### src/rtl/kernel_mac_pkg.sv
// kernel_mac_pkg: shared types and arithmetic helpers for kernel_mac_engine.
// Optional feature macro: KERNEL_MAC_SATURATE_EN. When it is defined, results
// are clamped to the output range. Otherwise the caller keeps the low OUT_W
// bits, which wraps in two's complement.
package kernel_mac_pkg;

    typedef enum logic {
        ACC_IDLE = 1'b0,
        ACC_RUN  = 1'b1
    } acc_state_e;

    // Working width of the rounding helper. It must be at least ACC_W+1.
    localparam int MAC_CALC_W = 128;

    // Ceiling log2. Returns 0 for an input of 1 or less.
    function automatic int clog2(input int value);
        int res;
        int v;
        res = 0;
        v   = value - 1;
        while (v > 0) begin
            res = res + 1;
            v   = v >> 1;
        end
        return res;
    endfunction

    // Round half toward +inf, shift right arithmetically, and optionally clamp
    // to a signed out_w range. The caller truncates the result to out_w bits.
    function automatic logic signed [MAC_CALC_W-1:0] mac_round_sat(
        input logic signed [MAC_CALC_W-1:0] acc_val,
        input int                           shift,
        input int                           out_w
    );
        logic signed [MAC_CALC_W-1:0] one_v;
        logic signed [MAC_CALC_W-1:0] rnd_v;
        logic signed [MAC_CALC_W-1:0] r_v;
`ifdef KERNEL_MAC_SATURATE_EN
        logic signed [MAC_CALC_W-1:0] max_v;
        logic signed [MAC_CALC_W-1:0] min_v;
`endif
        one_v = {{(MAC_CALC_W-1){1'b0}}, 1'b1};
        if (shift > 0) begin
            rnd_v = one_v <<< (shift - 1);
        end else begin
            rnd_v = {MAC_CALC_W{1'b0}};
        end
        r_v = (acc_val + rnd_v) >>> shift;
`ifdef KERNEL_MAC_SATURATE_EN
        max_v = (one_v <<< (out_w - 1)) - one_v;
        min_v = -(one_v <<< (out_w - 1));
        if (r_v > max_v) begin
            r_v = max_v;
        end else if (r_v < min_v) begin
            r_v = min_v;
        end else begin
            r_v = r_v;
        end
`else
        // Wrap mode: the caller keeps the low out_w bits, so no comparator is needed.
        if (out_w <= 0) begin
            r_v = {MAC_CALC_W{1'b0}};
        end else begin
            r_v = r_v;
        end
`endif
        return r_v;
    endfunction

endpackage

### src/rtl/mac_mult_stage.sv
// mac_mult_stage: S1 operand registers and S2 product register of the MAC
// pipeline. It is kept as its own module so that it maps onto a single DSP
// slice (A/B register followed by M register). All registers hold while
// en is low.
module mac_mult_stage
    import kernel_mac_pkg::*;
#(
    parameter int A_W = 16,
    parameter int B_W = 16
) (
    input  logic                   clk,
    input  logic                   rst_n,
    input  logic                   en,
    input  logic                   in_valid,
    input  logic signed [A_W-1:0]  in_a,
    input  logic signed [B_W-1:0]  in_b,
    input  logic                   in_last,
    output logic                   out_valid,
    output logic signed [A_W+B_W-1:0] out_prod,
    output logic                   out_last
);

    localparam int P_W = A_W + B_W;

    logic signed [A_W-1:0] a_q, a_d;
    logic signed [B_W-1:0] b_q, b_d;
    logic                  last1_q, last1_d;
    logic                  valid1_q, valid1_d;
    logic signed [P_W-1:0] prod_q, prod_d;
    logic                  last2_q, last2_d;
    logic                  valid2_q, valid2_d;

    // Next-state logic: advance both stages only when the pipeline is enabled.
    always_comb begin
        a_d      = a_q;
        b_d      = b_q;
        last1_d  = last1_q;
        valid1_d = valid1_q;
        prod_d   = prod_q;
        last2_d  = last2_q;
        valid2_d = valid2_q;
        if (en) begin
            a_d      = in_a;
            b_d      = in_b;
            last1_d  = in_last;
            valid1_d = in_valid;
            prod_d   = P_W'(a_q) * P_W'(b_q);
            last2_d  = last1_q;
            valid2_d = valid1_q;
        end else begin
            valid1_d = valid1_q;
        end
    end

    // Pipeline registers with asynchronous reset.
    always_ff @(posedge clk or negedge rst_n) begin
        if (!rst_n) begin
            a_q      <= {A_W{1'b0}};
            b_q      <= {B_W{1'b0}};
            last1_q  <= 1'b0;
            valid1_q <= 1'b0;
            prod_q   <= {P_W{1'b0}};
            last2_q  <= 1'b0;
            valid2_q <= 1'b0;
        end else begin
            a_q      <= a_d;
            b_q      <= b_d;
            last1_q  <= last1_d;
            valid1_q <= valid1_d;
            prod_q   <= prod_d;
            last2_q  <= last2_d;
            valid2_q <= valid2_d;
        end
    end

    assign out_valid = valid2_q;
    assign out_prod  = prod_q;
    assign out_last  = last2_q;

endmodule

### src/rtl/kernel_mac_engine.sv
// kernel_mac_engine: streaming multi-tap MAC for the convolution path.
// It accumulates TAPS products, or fewer if in_last arrives early, then
// rounds, shifts and reduces the sum to OUT_W.
// Optional feature macro: KERNEL_MAC_SATURATE_EN (clamp instead of wrap).
module kernel_mac_engine
    import kernel_mac_pkg::*;
#(
    parameter int DATA_W = 16,
    parameter int COEF_W = 16,
    parameter int TAPS   = 9,
    parameter int ACC_W  = 37,
    parameter int SHIFT  = 8,
    parameter int OUT_W  = 16
) (
    input  logic                     clk,
    input  logic                     rst_n,
    input  logic                     in_valid,
    output logic                     in_ready,
    input  logic signed [DATA_W-1:0] in_data,
    input  logic signed [COEF_W-1:0] in_coef,
    input  logic                     in_last,
    output logic                     out_valid,
    input  logic                     out_ready,
    output logic signed [OUT_W-1:0]  out_data,
    output logic                     out_err
);

    localparam int P_W   = DATA_W + COEF_W;
    localparam int CNT_W = (TAPS > 1) ? clog2(TAPS) : 1;
    localparam logic [CNT_W-1:0] LAST_CNT = CNT_W'(TAPS - 1);

    logic                   en_s;
    logic                   prod_valid_s;
    logic signed [P_W-1:0]  prod_s;
    logic                   prod_last_s;
    logic signed [ACC_W-1:0] prod_ext_s;
    logic signed [ACC_W-1:0] acc_sum_s;
    logic                   at_count_s;
    logic                   close_s;
    logic signed [MAC_CALC_W-1:0] round_full_s;
    logic                   round_unused_s;

    acc_state_e              state_q, state_d;
    logic signed [ACC_W-1:0] acc_q, acc_d;
    logic [CNT_W-1:0]        tap_cnt_q, tap_cnt_d;
    logic                    out_valid_q, out_valid_d;
    logic signed [OUT_W-1:0] out_data_q, out_data_d;
    logic                    out_err_q, out_err_d;

    // Whole pipeline stalls only when a result is waiting and not taken.
    assign en_s     = !(out_valid_q && !out_ready);
    assign in_ready = en_s;

    mac_mult_stage #(
        .A_W (DATA_W),
        .B_W (COEF_W)
    ) u_mult (
        .clk       (clk),
        .rst_n     (rst_n),
        .en        (en_s),
        .in_valid  (in_valid),
        .in_a      (in_data),
        .in_b      (in_coef),
        .in_last   (in_last),
        .out_valid (prod_valid_s),
        .out_prod  (prod_s),
        .out_last  (prod_last_s)
    );

    // Accumulate, decide group close, and compute the rounded candidate result.
    always_comb begin
        state_d     = state_q;
        acc_d       = acc_q;
        tap_cnt_d   = tap_cnt_q;
        out_valid_d = out_valid_q;
        out_data_d  = out_data_q;
        out_err_d   = out_err_q;
        close_s     = 1'b0;

        prod_ext_s = ACC_W'(prod_s);
        at_count_s = (tap_cnt_q == LAST_CNT);

        case (state_q)
            ACC_IDLE: acc_sum_s = prod_ext_s;
            ACC_RUN:  acc_sum_s = acc_q + prod_ext_s;
            default:  acc_sum_s = prod_ext_s;
        endcase

        round_full_s   = mac_round_sat(MAC_CALC_W'(acc_sum_s), SHIFT, OUT_W);
        round_unused_s = ^round_full_s[MAC_CALC_W-1:OUT_W];

        if (en_s) begin
            // When enabled, any pending result is consumed this cycle.
            out_valid_d = 1'b0;
            if (prod_valid_s) begin
                close_s = prod_last_s || at_count_s;
                if (close_s) begin
                    out_valid_d = 1'b1;
                    out_data_d  = round_full_s[OUT_W-1:0];
                    // Error if exactly one of the two close reasons is present.
                    out_err_d   = prod_last_s ^ at_count_s;
                    state_d     = ACC_IDLE;
                    acc_d       = {ACC_W{1'b0}};
                    tap_cnt_d   = {CNT_W{1'b0}};
                end else begin
                    state_d   = ACC_RUN;
                    acc_d     = acc_sum_s;
                    tap_cnt_d = tap_cnt_q + CNT_W'(1);
                end
            end else begin
                state_d = state_q;
            end
        end else begin
            out_valid_d = out_valid_q;
        end
    end

    // Accumulator, counter, FSM and output registers.
    always_ff @(posedge clk or negedge rst_n) begin
        if (!rst_n) begin
            state_q     <= ACC_IDLE;
            acc_q       <= {ACC_W{1'b0}};
            tap_cnt_q   <= {CNT_W{1'b0}};
            out_valid_q <= 1'b0;
            out_data_q  <= {OUT_W{1'b0}};
            out_err_q   <= 1'b0;
        end else begin
            state_q     <= state_d;
            acc_q       <= acc_d;
            tap_cnt_q   <= tap_cnt_d;
            out_valid_q <= out_valid_d;
            out_data_q  <= out_data_d;
            out_err_q   <= out_err_d;
        end
    end

    assign out_valid = out_valid_q;
    assign out_data  = out_data_q;
    assign out_err   = out_err_q;

endmodule

### config.mk
export PLATFORM = sky130hd
export DESIGN_NAME = kernel_mac_engine
export DESIGN_NICKNAME = d
export VERILOG_FILES = /design/src/rtl/kernel_mac_pkg.sv /design/src/rtl/mac_mult_stage.sv /design/src/rtl/kernel_mac_engine.sv
export SDC_FILE = /design/constraint.sdc
export NUM_CORES = 1
export LEC_CHECK = 0
export CORE_UTILIZATION = 50
export DETAILED_ROUTE_END_ITERATION = 10
export PLACE_DENSITY_LB_ADDON = 0.2
export SETUP_SLACK_MARGIN = 0.2
export SLEW_MARGIN = 5
export SYNTH_ARGS = -nofsm -noshare
export SYNTH_HDL_FRONTEND = slang
export SYNTH_HIERARCHICAL = 1
export SYNTH_SLANG_ARGS = --single-unit
### constraint.sdc
create_clock -name clk -period 7.75 [get_ports clk]
set_input_delay 0.775 -clock clk [delete_from_list [all_inputs] [get_ports clk]]
set_output_delay 0.775 -clock clk [all_outputs]
set_load 0.05 [all_outputs]
==> summary.md <==
| Metric | Value |
|---|---|
| CP Buf/Inv Count | `4` |
| Status | `completed` |
| Worst-Skew Late Latency | `0.37 ns` |
| Post-cts sizing count | `0` |
| CP Launch Type | `flop` |
| DP HPWL | `about 24000 um` |
| Req. time, crit path | `around 8 ns` |
| Routed vias | `between 9k and 10k` |
| Chip width | `168 um` |
| Area occupied by multi-input gates | `around 9800 um2` |
| Input/output buffers | `55` |
| CTS sink cnt | `between 100 and 150` |
| DRT iter0 DRCs | `~640` |
| Worst slew margin | `0.370` |
| CP Max Fanout | `17` |
| Std-Cell Rows | `60` |
| CTS tree | `done` |
| Finished Layout Cells | `between 1.5k and 2k` |
| Number of fill cells | `between 2k and 2.5k` |
| Fin crit period | `approximately 6.4 ns` |
| Slew Limit Fails | `0` |
| I/O pin cnt | `56` |
| RSZ-0062 raised after global routing | `no` |
| DR WL/cell | `roughly 17 um` |
| # diodes | `0` |
| Crit-path cells | `and2_1 > fa_1 > inv_1 > fa_1 > fa_1 > fa_1 > inv_1 > fa_1 > inv_1 > fa_1 > inv_1 > ha_1 > and3_1 > a31oi_1 > nand2_1 > a31oi_1 > o21ai_0 > xor2_1 > mux2_2` |
| Initial Util | `0.508` |
| Placed Cells | `about 1.8k` |
| Slowest CP cell | `dfrtp_1` |
| Vias per Instance | `5.43` |
| Max Freq | `approximately 160 MHz` |
| CTS H-tree lvls | `3` |
| Cell repeated most along the worst path | `fa_1` |
| Setup Buffers After CTS | `0` |
| GRT overflow | `0` |
| R2R Setup Slk | `between 1 and 1.5 ns` |
| Hold Path Class | `input pin to async pin` |
| Syn Area/Cell | `around 9.3 um2` |
| MaxCap Viol Count | `0` |
| Number of global-route vias before repair | `roughly 10k` |
| Crit path arrival time | `approximately 6.6 ns` |
| First-pass GRT wire length | `approximately 53000 um` |
| Layout cell share with drive strength beyond 1 | `0.0729` |
| Top Family by Delay on Critical Path | `adder cells` |
| Mapped Cells | `between 1k and 1.5k` |
| Initial antenna violation count | `0` |
| Chip height | `168 um` |
| Setup Crit Path Kind | `flop to flop` |
| Largest net degree at the start of global routing | `70` |
| Final TNS setup | `0 ns` |
| Clk buf depth | `2` |
| Hold Vio Cnt, Final | `0` |
| CTS root buf | `clkbuf_16` |
| Least-Margin Pin Slew | `roughly 0.94 ns` |
| Core area | `27000 um2` |
| Final nets | `around 1.8k` |
| Final setup viols | `0` |
| Final wirelength | `a little over 30000 um` |
| CTS Buf Count | `9` |
| Synthesized Nets | `between 1.5k and 2k` |
| Reg clk slew, reported paths | `approximately 0.09 ns` |
| Final Wtd Congestion | `0.855` |
| DR DRC count | `0` |
| GRT Total Usage | `0.239` |
| Drt pass-1 iters | `5` |
| Crit. End Element | `flop` |
| Final ANT Viol Nets | `0` |
| CTS Hold Bufs | `0` |
| CP peak stage delay | `just under 0.6 ns` |
| FF/Latch Area | `approximately 2700 um2` |
| Die ar. | `28100 um2` |
| Cell Area, Synth | `between 10000 and 15000 um2` |
| Synthesis-to-layout area growth | `7.56%` |
| Yosys warning count | `6` |
| Fin crit share | `0.824` |
| Max Clock Skew | `0.0184 ns` |
## registers in the layout (all words and copies together), names as in the netlist
register / cells
u_mult/a_q: 16
u_mult/out_last: 1
state_q: 1
u_mult/out_prod: 24
u_mult/b_q: 16
out_data: 16
acc_q: 24
u_mult/last1_q: 1
out_err: 1
u_mult/valid1_q: 1
tap_cnt_q: 4
out_valid: 1
u_mult/out_valid: 1
## layer usage
metal,track usage,part of all wire
met1,0.333,0.46
met2,0.398,0.48
met3,0.0277,0.038
met4,0.0638,0.017
met5,0,0
## worst paths after layout
check                                                from                               to  depth (start not counted)
worst max-delay path            u_mult/a_q[5]$_DFFE_PN0P_  u_mult/out_prod[19]$_DFFE_PN0P_                         19
worst min-delay path                                rst_n          out_data[4]$_DFFE_PN0P_                          1
worst max register to register  u_mult/a_q[5]$_DFFE_PN0P_  u_mult/out_prod[19]$_DFFE_PN0P_                         19
worst min register to register    out_data[1]$_DFFE_PN0P_          out_data[1]$_DFFE_PN0P_                          2
max in group asynchronous                           rst_n        u_mult/a_q[1]$_DFFE_PN0P_                          2
min in group clk                  out_data[1]$_DFFE_PN0P_          out_data[1]$_DFFE_PN0P_                          2
## placed cells by master, fill, tap and decap left out, drive strengths merged, types with 6 or more instances in the layout
cell type	n
inv	261
fa	199
nand2	192
dfrtp	107
and2	107
ha	101
o21ai	62
clkdlybuf4s50	54
mux2	53
nor2	48
a21oi	42
xnor2	19
nand3	15
nand4	15
a21o	15
xor2	14
a31oi	11
nor3	11
o21a	11
nor2b	10
a211oi	10
mux2i	9
clkbuf	9
nand2b	8
or3	6
o31ai	6
buf	6
o211ai	6
or4	6
a22o	6
## stage by stage
step / worst slack [ns] / util / area (um2) / hold slack [ns]
floorplan: 2.04 / - / 13700 / 0.453
global placement: 1.51 / 0.536 / 14500 / 0.462
detailed placement: 1.41 / 0.536 / 14500 / 0.466
CTS: 1.38 / 0.547 / 14700 / 0.389
global route: 1.00 / 0.547 / 14700 / 0.411
finish: 1.36 / 0.547 / 14700 / 0.371
## area by class of cell
type | count | share of cell area
clock buffer | 9 | 0.0153
inverter | 261 | 0.0665
sequential | 107 | 0.182
timing repair buffer | 60 | 0.0397
clock inverter | 6 | 0.00416
multi-input combinational | 1039 | 0.664
tap | 341 | 0.0289
Power is not shown: default switching activity piles up to over one toggle a cycle in this logic, so the estimate is an artifact.
